==> src/rtl/iq_pack_pkg.sv <==
// Shared types and constants for the IQ packer: sample widths, FSM state type
// and the dequantized I/Q pair layout.
package iq_pkg;

    localparam int IQ_BITS  = 10;
    localparam int SAMPLE_W = 16;
    localparam int QUANT_W  = 32;

    typedef enum logic {
        S_EVEN = 1'b0,
        S_ODD  = 1'b1
    } state_t;

    // i occupies the low half so two pairs concatenate straight into the output word
    typedef struct packed {
        logic [SAMPLE_W-1:0] q;
        logic [SAMPLE_W-1:0] i;
    } iq_pair_t;

    function automatic logic [4*SAMPLE_W-1:0] pack_word(input iq_pair_t p0, input iq_pair_t p1);
        return {p1, p0};
    endfunction

endpackage

==> src/rtl/iq_pack_if.sv <==
// FIFO-side handshake bundle for iq_pack: two FWFT input FIFOs (I and Q) and
// one packed-word output FIFO. master = packer, slave = FIFO side.
interface iq_pack_if
    import iq_pkg::*;
#(
    parameter int OUT_WIDTH = 64
);
    logic                 in_rd_en;
    logic                 in_empty;
    logic [QUANT_W-1:0]   in_dout;
    logic                 in_rd_en_2;
    logic                 in_empty_2;
    logic [QUANT_W-1:0]   in_dout_2;
    logic                 out_wr_en;
    logic                 out_full;
    logic [OUT_WIDTH-1:0] out_din;

    modport master (
        output in_rd_en, in_rd_en_2, out_wr_en, out_din,
        input  in_empty, in_dout, in_empty_2, in_dout_2, out_full
    );

    modport slave (
        input  in_rd_en, in_rd_en_2, out_wr_en, out_din,
        output in_empty, in_dout, in_empty_2, in_dout_2, out_full
    );
endinterface

==> src/rtl/iq_pack_dequant.sv <==
// Combinational dequantizer: signed divide by 2^BITS truncating toward zero,
// then narrow to 16 bits (saturate when IQ_PACK_SAT_EN is defined, else wrap).
module iq_dequant
    import iq_pkg::*;
#(
    parameter int BITS = IQ_BITS
) (
    input  logic [QUANT_W-1:0]  sample,
    output logic [SAMPLE_W-1:0] value
);
    logic signed [QUANT_W-1:0] shifted;
    logic signed [QUANT_W-1:0] quot;
    logic                      has_frac;

    // arithmetic shift floors; negative values with a fraction need +1 to truncate toward zero
    always_comb begin
        shifted  = $signed(sample) >>> BITS;
        has_frac = |sample[BITS-1:0];
        quot     = (sample[QUANT_W-1] && has_frac) ? shifted + 32'sd1 : shifted;
    end

`ifdef IQ_PACK_SAT_EN
    localparam logic signed [QUANT_W-1:0] SAT_MAX = 32'sd32767;
    localparam logic signed [QUANT_W-1:0] SAT_MIN = -32'sd32768;

    always_comb begin
        if (quot > SAT_MAX) begin
            value = 16'h7fff;
        end else if (quot < SAT_MIN) begin
            value = 16'h8000;
        end else begin
            value = quot[SAMPLE_W-1:0];
        end
    end
`else
    logic unused_hi;

    assign value     = quot[SAMPLE_W-1:0];
    assign unused_hi = ^quot[QUANT_W-1:SAMPLE_W];
`endif

endmodule

==> src/rtl/iq_pack.sv <==
// Packs two consecutive dequantized I/Q pairs into one 64-bit output word.
// Narrowing mode selected by macro IQ_PACK_SAT_EN (inside iq_dequant).
//
// state  | meaning
// S_EVEN | waiting for pair 0; output FIFO state irrelevant
// S_ODD  | pair 0 held; waiting for pair 1 and output space
module iq_pack
    import iq_pkg::*;
#(
    parameter int BITS      = IQ_BITS,
    parameter int OUT_WIDTH = 64
) (
    input  logic      clock,
    input  logic      reset,
    iq_pack_if.master bus
);
    state_t              state;
    state_t              state_nxt;
    iq_pair_t            held;
    iq_pair_t            cur;
    logic [SAMPLE_W-1:0] deq_i;
    logic [SAMPLE_W-1:0] deq_q;
    logic                pair_avail;
    logic                pop;
    logic                push;

    iq_dequant #(.BITS(BITS)) u_deq_i (
        .sample (bus.in_dout),
        .value  (deq_i)
    );

    iq_dequant #(.BITS(BITS)) u_deq_q (
        .sample (bus.in_dout_2),
        .value  (deq_q)
    );

    assign cur        = {deq_q, deq_i};
    assign pair_avail = !bus.in_empty && !bus.in_empty_2;

    always_ff @(posedge clock) begin
        if (reset) begin
            state <= S_EVEN;
        end else begin
            state <= state_nxt;
        end
    end

    always_comb begin
        state_nxt = state;
        case (state)
            S_EVEN:  if (pair_avail)                  state_nxt = S_ODD;
            S_ODD:   if (pair_avail && !bus.out_full) state_nxt = S_EVEN;
            default: state_nxt = S_EVEN;
        endcase
    end

    // one pop strobe drives both FIFOs so I and Q can never drift apart
    always_comb begin
        pop  = 1'b0;
        push = 1'b0;
        if (!reset) begin
            case (state)
                S_EVEN: pop = pair_avail;
                S_ODD: begin
                    pop  = pair_avail && !bus.out_full;
                    push = pair_avail && !bus.out_full;
                end
                default: begin
                    pop  = 1'b0;
                    push = 1'b0;
                end
            endcase
        end
    end

    always_ff @(posedge clock) begin
        if (reset) begin
            held <= '0;
        end else if (state == S_EVEN && pop) begin
            held <= cur;
        end
    end

    assign bus.in_rd_en   = pop;
    assign bus.in_rd_en_2 = pop;
    assign bus.out_wr_en  = push;
    assign bus.out_din    = OUT_WIDTH'(pack_word(held, cur));

endmodule

==> src/flat_wrapper.sv <==
// flat-port wrapper written by rule: the top's interface ports become plain ports
module iq_pack_flat import iq_pkg::*;
#(
    parameter int BITS      = IQ_BITS,
    parameter int OUT_WIDTH = 64
)
  (clock, reset, bus_in_rd_en, bus_in_rd_en_2, bus_out_wr_en, bus_out_din, bus_in_empty, bus_in_dout, bus_in_empty_2, bus_in_dout_2, bus_out_full);
  iq_pack_if #(.OUT_WIDTH(OUT_WIDTH)) bus_i ();
  input  logic clock;
  input  logic reset;
  output wire logic [$bits(bus_i.in_rd_en)-1:0] bus_in_rd_en;
  output wire logic [$bits(bus_i.in_rd_en_2)-1:0] bus_in_rd_en_2;
  output wire logic [$bits(bus_i.out_wr_en)-1:0] bus_out_wr_en;
  output wire logic [$bits(bus_i.out_din)-1:0] bus_out_din;
  input wire logic [$bits(bus_i.in_empty)-1:0] bus_in_empty;
  input wire logic [$bits(bus_i.in_dout)-1:0] bus_in_dout;
  input wire logic [$bits(bus_i.in_empty_2)-1:0] bus_in_empty_2;
  input wire logic [$bits(bus_i.in_dout_2)-1:0] bus_in_dout_2;
  input wire logic [$bits(bus_i.out_full)-1:0] bus_out_full;
  assign bus_in_rd_en = bus_i.in_rd_en;
  assign bus_in_rd_en_2 = bus_i.in_rd_en_2;
  assign bus_out_wr_en = bus_i.out_wr_en;
  assign bus_out_din = bus_i.out_din;
  assign bus_i.in_empty = bus_in_empty;
  assign bus_i.in_dout = bus_in_dout;
  assign bus_i.in_empty_2 = bus_in_empty_2;
  assign bus_i.in_dout_2 = bus_in_dout_2;
  assign bus_i.out_full = bus_out_full;
  iq_pack #(.BITS(BITS), .OUT_WIDTH(OUT_WIDTH)) u_core (.clock(clock), .reset(reset), .bus(bus_i));
endmodule
==> config.mk <==
export PLATFORM = sky130hd
export DESIGN_NAME = iq_pack_flat
export DESIGN_NICKNAME = d
export VERILOG_FILES = /design/src/rtl/iq_pack_pkg.sv /design/src/rtl/iq_pack_if.sv /design/src/rtl/iq_pack_dequant.sv /design/src/rtl/iq_pack.sv /design/src/flat_wrapper.sv
export SDC_FILE = /design/constraint.sdc
export NUM_CORES = 1
export LEC_CHECK = 0
export CAP_MARGIN = 20
export CELL_PAD_IN_SITES_DETAIL_PLACEMENT = 1
export CELL_PAD_IN_SITES_GLOBAL_PLACEMENT = 1
export CORE_ASPECT_RATIO = 0.6
export CORE_MARGIN = 4
export CORE_UTILIZATION = 28
export CTS_BUF_LIST = sky130_fd_sc_hd__clkbuf_8
export DETAILED_ROUTE_END_ITERATION = 10
export GPL_ROUTABILITY_DRIVEN = 0
export HOLD_SLACK_MARGIN = 0.06
export MAX_ROUTING_LAYER = met4
export PLACE_DENSITY = 0.81
export SYNTH_ARGS = -nofsm -noshare
export SYNTH_HDL_FRONTEND = slang
export SYNTH_SLANG_ARGS = --single-unit
==> constraint.sdc <==
create_clock -name clock -period 2.6 [get_ports clock]
set_input_delay 0.52 -clock clock [delete_from_list [all_inputs] [get_ports clock]]
set_output_delay 0.52 -clock clock [all_outputs]
set_load 0.1 [all_outputs]
==> results.py, run 1 <==
metrics = {
    "outcome": {
        "status": "complete, no violations",
    },
    "drt": {
        "wirelength_mm": 17.25,
        "drt_first_pass_iters": 5,
        "vias_per_cell": 5.930,
        "avgRoutedWirePerCell_um": 25.83,
        "drt_iter0_drc": 282,
        "ant_nets": 0,
        "num_vias": 3961,
        "drcViolationCount": 0,
    },
    "cts": {
        "path_clk_slew_ns": 0.08,
        "clock_path_buffers": 2,
        "hold_buffers": 0,
        "htreeDepth": 2,
        "clk_latency_ns": 0.31,
        "tritoncts": "built",
        "cts-buffers-inserted": 5,
        "clock_sink_count": 33,
        "root_buffer": "clkbuf_8",
    },
    "placement": {
        "postPlaceCellArea_mm2": 0.005584,
        "place_hpwl_mm": 10.76,
        "dp_cells": 640,
        "port-buffer-count": 125,
    },
    "layout": {
        "layout_commonest_cell": "buf_4",
        "final_cell_mix": "buf_4, buf_12, dfxtp_1",
        "final_nets": 626,
        "diodes": 0,
        "n_fill_cell": 896,
        "design_area_mm2": 0.006006,
        "finalNonFillerCells": 668,
        "drive_gt1_share_pct": 57.19,
        "syn2layout_area_growth_pct": 139.8,
    },
    "floorplanning": {
        "num_rows": 26,
        "fp.dieW_um": 130.1,
        "die_area_mm2": 0.01057,
        "ios": 136,
        "die_h_um": 81.27,
        "coreArea_mm2": 0.008621,
        "start_util_pct": 29.06,
    },
    "yosys": {
        "yosys_warnings": 0,
        "ys_ff_latch": 33,
        "synth-seq-area-share_pct": 26.37,
        "yosysUniqueCellTypes": 46,
        "syn_area_mm2": 0.002505,
        "synth_flop_cell": "dfxtp_1",
        "syn_nets": 386,
        "postSynth.asyncResetShare_pct": 0,
        "synth_cells": 315,
        "synth_edf_count": 0,
        "avgSynthCellArea_um2": 7.952,
    },
    "worst_setup_path": {
        "r2r_end": "u_core.bus.out_din[30]",
        "required_ns": 2.08,
        "reg2reg_from": "u_core.state",
        "start_kind": "input pin",
        "cp_slowest_cell": "nor4_4",
        "r2r_cells": 4,
        "cp-end-kind": "output pin",
        "cp-endpoint": "bus_out_din[63]",
        "cp-startpoint": "bus_in_dout_2[22]",
        "worstPathCellList": "dlygate4sd2_1 > buf_4 > nand4_1 > nor4_4 > buf_4 > nand2_4 > xnor2_4 > buf_12",
        "crit_path_max_incr_delay_ns": 0.34,
        "crit_arrival_ns": 2.07,
        "worst-path-max-fanout": 3,
        "cp_common_cell": "buf_4",
        "path_class": "input pin to output pin",
        "regToRegSetupSlack_ns": 0.68,
    },
    "sta": {
        "slew-limit-headroom_pct": 69.72,
        "period_needed_ns": 2.593,
        "setup_viol": 0,
        "tns_ns": 0,
        "fin_crit_sh_pct": 99.71,
        "fmax_ghz": 0.3857,
        "hold_viol": 0,
        "worstMarginPinSlew_ns": 0.4486,
        "skew_ns": 0.008997,
        "finalMaxSlewViolations": 0,
    },
    "grt": {
        "grt_pass1_wl_mm": 25.05,
        "track_usage_pct": 32.29,
        "grt_max_degree": 37,
        "grt_pass1_vias": 4381,
        "antenna_found_initial": 0,
        "grt_overflow": 0,
    },
    "pwr": {
        "leakage_nw": 2.662,
        "powerDensity_mw_per_mm2": 378.2,
        "total_power_mw": 2.271,
        "irDropWorstVdd_uv": 295.2,
    },
    "hold_path": {
        "hold_path_class": "flip-flop to flip-flop",
    },
    "run": {
        "maxCapViolations": 0,
    },
}
cells in the mapped netlist (all sizes together) (3+ instances only):
library cell	count	area, µm²
and2	3	20.02
nand2	24	90.09
a21o	10	75.07
or4	9	67.56
nor2	22	82.58
dfxtp	33	660.6
nor3	12	60.06
o311a	4	40.04
and3	12	75.07
buf	11	57.55
inv	4	15.01
and4	6	53.80
a31oi	10	62.56
nand3	25	125.1
a311o	3	30.03
xnor2	3	26.28
xor2	27	236.5
nand3b	6	45.04
nor3b	14	105.1
o211ai	10	75.07
a311oi	3	26.28
a211o	4	35.03
nor4	10	102.6
clkbuf	13	48.80
nand4	16	106.4
cells by family after synthesis:
kind of cell,synth area share (%)
and+or+nand+nor,39.46
DFF,26.37
AOI/OAI and AO/OA,16.53
xor gates and xnor gates,10.49
adders and majority gates,0.9988
muxes,1.299
buffers and inverters,4.845
through the flow:
stage               hold slack, ns  setup slack [ns]  utilization [%]
global route                0.5478          -0.04298            69.67
detailed placement          0.4884           -0.4202            64.78
floorplan                   0.5699           -0.1452                -
CTS                         0.5081         -0.006893            69.22
finish                      0.5064          0.007421            69.67
global placement            0.4802           -0.3450            64.78
flip-flops by register name, indices dropped and copies added (netlist names):
register            count
u_core.state            1
u_core.bus.out_din     32
report_power, final:
part | internal, mW | switching [mW]
Clock | 0.310 | 0.242
Combinational | 0.389 | 0.769
Sequential | 0.537 | 0.0252
layout make-up:
cell class | instances | area (µm²) | share of cell area [%]
Tap cell | 112 | 140.1 | 2.333
Multi-Input combinational cell | 254 | 2551 | 42.48
Timing Repair Buffer | 257 | 2522 | 42.00
Inverter | 4 | 15.01 | 0.2500
Clock buffer | 6 | 82.58 | 1.375
Clock inverter | 2 | 33.78 | 0.5625
Sequential cell | 33 | 660.6 | 11.00
worst min-delay path by stage:
stage | startpoint | endpoint | slack (ns) | cells after the start
detailed placement | u_core.bus.out_din[8] | u_core.bus.out_din[8] | 0.49 | 1
CTS | u_core.bus.out_din[8] | u_core.bus.out_din[8] | 0.51 | 1
global placement | u_core.bus.out_din[11] | u_core.bus.out_din[11] | 0.48 | 2
floorplan | u_core.state | u_core.state | 0.57 | 2
global route | u_core.bus.out_din[7] | u_core.bus.out_din[7] | 0.55 | 2
finish | u_core.bus.out_din[6] | u_core.bus.out_din[6] | 0.51 | 1
layer usage:
metal  part of all wire (%)  up-vias  global-route usage (%)  wire [µm]
li1                       -     1675                       -          -
met1                     40     1989                   37.91       6917
met2                     48      225                   54.24       8211
met3                    8.0       72                   8.279       1375
met4                    4.3        0                   11.00        748
met5                      0        -                       -          0
critical path: cells and delay by family:
kind | cells | cell delay, ns
AND/OR/NAND/NOR | 3 | 0.57
XOR/XNOR | 1 | 0.19
buffers and inverters | 4 | 0.77
repair_timing:
item | CTS | global route
gates cloned | 1 | 0
buffers inserted | 17 | 9
resized for setup | 104 | 77
endpoints found under the setup margin | 32 | 22
pin swaps | 32 | 28
(Power assumes the default switching activity.)
==> run 2: changes to the inputs <==
CORE_MARGIN = unset   (was 4)
==> run 2 against run 1 <==
  * Highest routed layer unchanged
  * Design area is 0.96% lower
  * Non-clock buffer count is 14 lower
  * Clock power is 13% lower
  * Wire length is 0.48% lower
  * Largest power group unchanged
  * Critical path depth is 2 lower
  * The run now ends with setup timing left
  * Sequential cell count stayed put
  * Final cell count is 2.1% lower
==> results.py, run 2 (same netlist as run 1, synthesis figures left out) <==
metrics = {
    "drt": {
        "drt_iter0_drc": 281,
        "drt_first_pass_iters": 5,
        "num_vias": 3954,
        "avgRoutedWirePerCell_um": 26.25,
        "ant_nets": 0,
        "vias_per_cell": 6.046,
        "drcViolationCount": 0,
        "wirelength_mm": 17.17,
    },
    "sta": {
        "slew-limit-headroom_pct": 71.65,
        "skew_ns": 0.004671,
        "grt_setup_unrepaired": "true",
        "fin_crit_sh_pct": 101.9,
        "setup_viol": 4,
        "finalMaxSlewViolations": 0,
        "fmax_ghz": 0.3773,
        "period_needed_ns": 2.651,
        "hold_viol": 0,
        "worstMarginPinSlew_ns": 0.4193,
        "fin_ws_ns": -0.05062,
    },
    "worst_setup_path": {
        "start_kind": "input pin",
        "regToRegSetupSlack_ns": 0.59,
        "worst-path-max-fanout": 4,
        "path_class": "input pin to output pin",
        "cp-end-kind": "output pin",
        "crit_arrival_ns": 2.13,
        "required_ns": 2.08,
    },
    "cts": {
        "clock_sink_count": 33,
        "root_buffer": "clkbuf_8",
        "clk_latency_ns": 0.31,
        "hold_buffers": 0,
        "clock_path_buffers": 2,
        "path_clk_slew_ns": 0.07,
        "htreeDepth": 2,
        "tritoncts": "built",
        "cts-buffers-inserted": 5,
    },
    "outcome": {
        "status": "finished with violations",
        "violations": "setup timing",
    },
    "run": {
        "maxCapViolations": 0,
    },
    "floorplanning": {
        "coreArea_mm2": 0.008588,
        "num_rows": 26,
        "start_util_pct": 29.17,
        "die_area_mm2": 0.009341,
        "ios": 136,
        "fp.dieW_um": 124.1,
        "die_h_um": 75.27,
    },
    "pwr": {
        "irDropWorstVdd_uv": 307.8,
        "powerDensity_mw_per_mm2": 369.6,
        "comb_power_share_pct": 52.6,
        "p_sw_mw": 1.034,
        "leakage_nw": 2.569,
        "p_seq_share_pct": 25.5,
        "pwr-share-clk_pct": 21.9,
        "intPower_mw": 1.165,
        "p_sw_share_pct": 47.02,
    },
    "grt": {
        "grt_max_degree": 37,
        "antenna_found_initial": 0,
        "grt_overflow": 0,
        "track_usage_pct": 35.68,
        "grt_pass1_vias": 4117,
        "grt_pass1_wl_mm": 23.41,
    },
    "placement": {
        "dp_worst_setup_slack_ns": -0.4460,
        "place_hpwl_mm": 9.818,
        "port-buffer-count": 125,
        "postPlaceCellArea_mm2": 0.005527,
    },
    "layout": {
        "diodes": 0,
        "largest_register_ffs": 32,
        "layout_commonest_cell": "buf_4",
        "design_area_mm2": 0.005948,
        "drive_gt1_share_pct": 53.51,
        "final_cell_mix": "buf_4, buf_12, dfxtp_1",
        "syn2layout_area_growth_pct": 137.5,
        "final_nets": 612,
    },
    "hold_path": {
        "hold_path_class": "flip-flop to flip-flop",
    },
}
-- run 2: cell types whose count changed in the layout (fill, tap and decap cells not counted), sizes merged --
| cell | change |
|---|---|
| clkinv | +1 |
| bufbuf | +1 |
| dlygate4sd2 | +14 |
| clkdlybuf4s50 | -1 |
| clkbuf | -18 |
| inv | -1 |
| buf | -18 |
| bufinv | -1 |
| clkdlybuf4s15 | +9 |
-- run 2: path summary, 6_finish.rpt --
path,startpoint,endpoint,cells past startpoint
setup / recovery,bus_in_dout_2[16],bus_out_din[62],6
setup reg to reg,u_core.state,u_core.bus.out_din[6],6
hold reg to reg,u_core.bus.out_din[11],u_core.bus.out_din[11],2
hold / removal,u_core.bus.out_din[11],u_core.bus.out_din[11],2
-- run 2: power by group through the flow --
| stage | clock network (mW) | registers [mW] | logic (mW) |
|---|---|---|---|
| after floorplan | 0 | 0.781 | 0.422 |
| after global placement | 0 | 0.566 | 1.09 |
| after detailed placement | 0 | 0.568 | 1.11 |
| after CTS | 0.476 | 0.557 | 1.11 |
| after global routing | 0.501 | 0.563 | 1.18 |
| final | 0.481 | 0.562 | 1.16 |
-- run 2: layout make-up --
class	count	area, µm²
clock buffer	7	96.34
timing repair buffer	243	2486
inverter	4	15.01
multi-input combinational	254	2545
clock inverter	1	5.005
tap	112	140.1
sequential	33	660.6
fill	909	2640
-- run 2: routing by layer --
metal  wire length (µm)  track usage, %  share of wire [%]  vias to the layer above
li1                   -               -                  -                     1654
met1               6794           41.48                 40                     1991
met2               8522           60.22                 50                      247
met3               1243           7.955                7.2                       62
met4                611           14.55                3.6                        0
met5                  0               -                  0                        -
-- run 2: through the flow --
stage                     util, %  std cells  total power [mW]  setup TNS (ns)  hold slack (ns)
after floorplan                 -        315             1.204         -0.2363           0.5699
after global placement      64.35        634             1.661          -4.966           0.4827
after detailed placement    64.35        634             1.683          -6.340           0.5016
after CTS                   68.14        650             2.145       -0.009206           0.5182
after global routing        69.26        654             2.246         -0.3285           0.5550
final                       69.26        654             2.199         -0.1459           0.5266
-- run 2: worst max-delay path, stage by stage --
cell and delay, ns:
dlygate4sd2_1 0.34, nand3_2 0.13, or4_4 0.57, nor2_4 0.16, xor2_4 0.21, buf_12 0.20
-- run 2: what timing repair did --
item | CTS | global route
gates resized for setup | 107 | 32
setup buffers | 10 | 7
pin swaps | 27 | 24
cloned | 2 | 0
setup endpoints to repair | 31 | 20
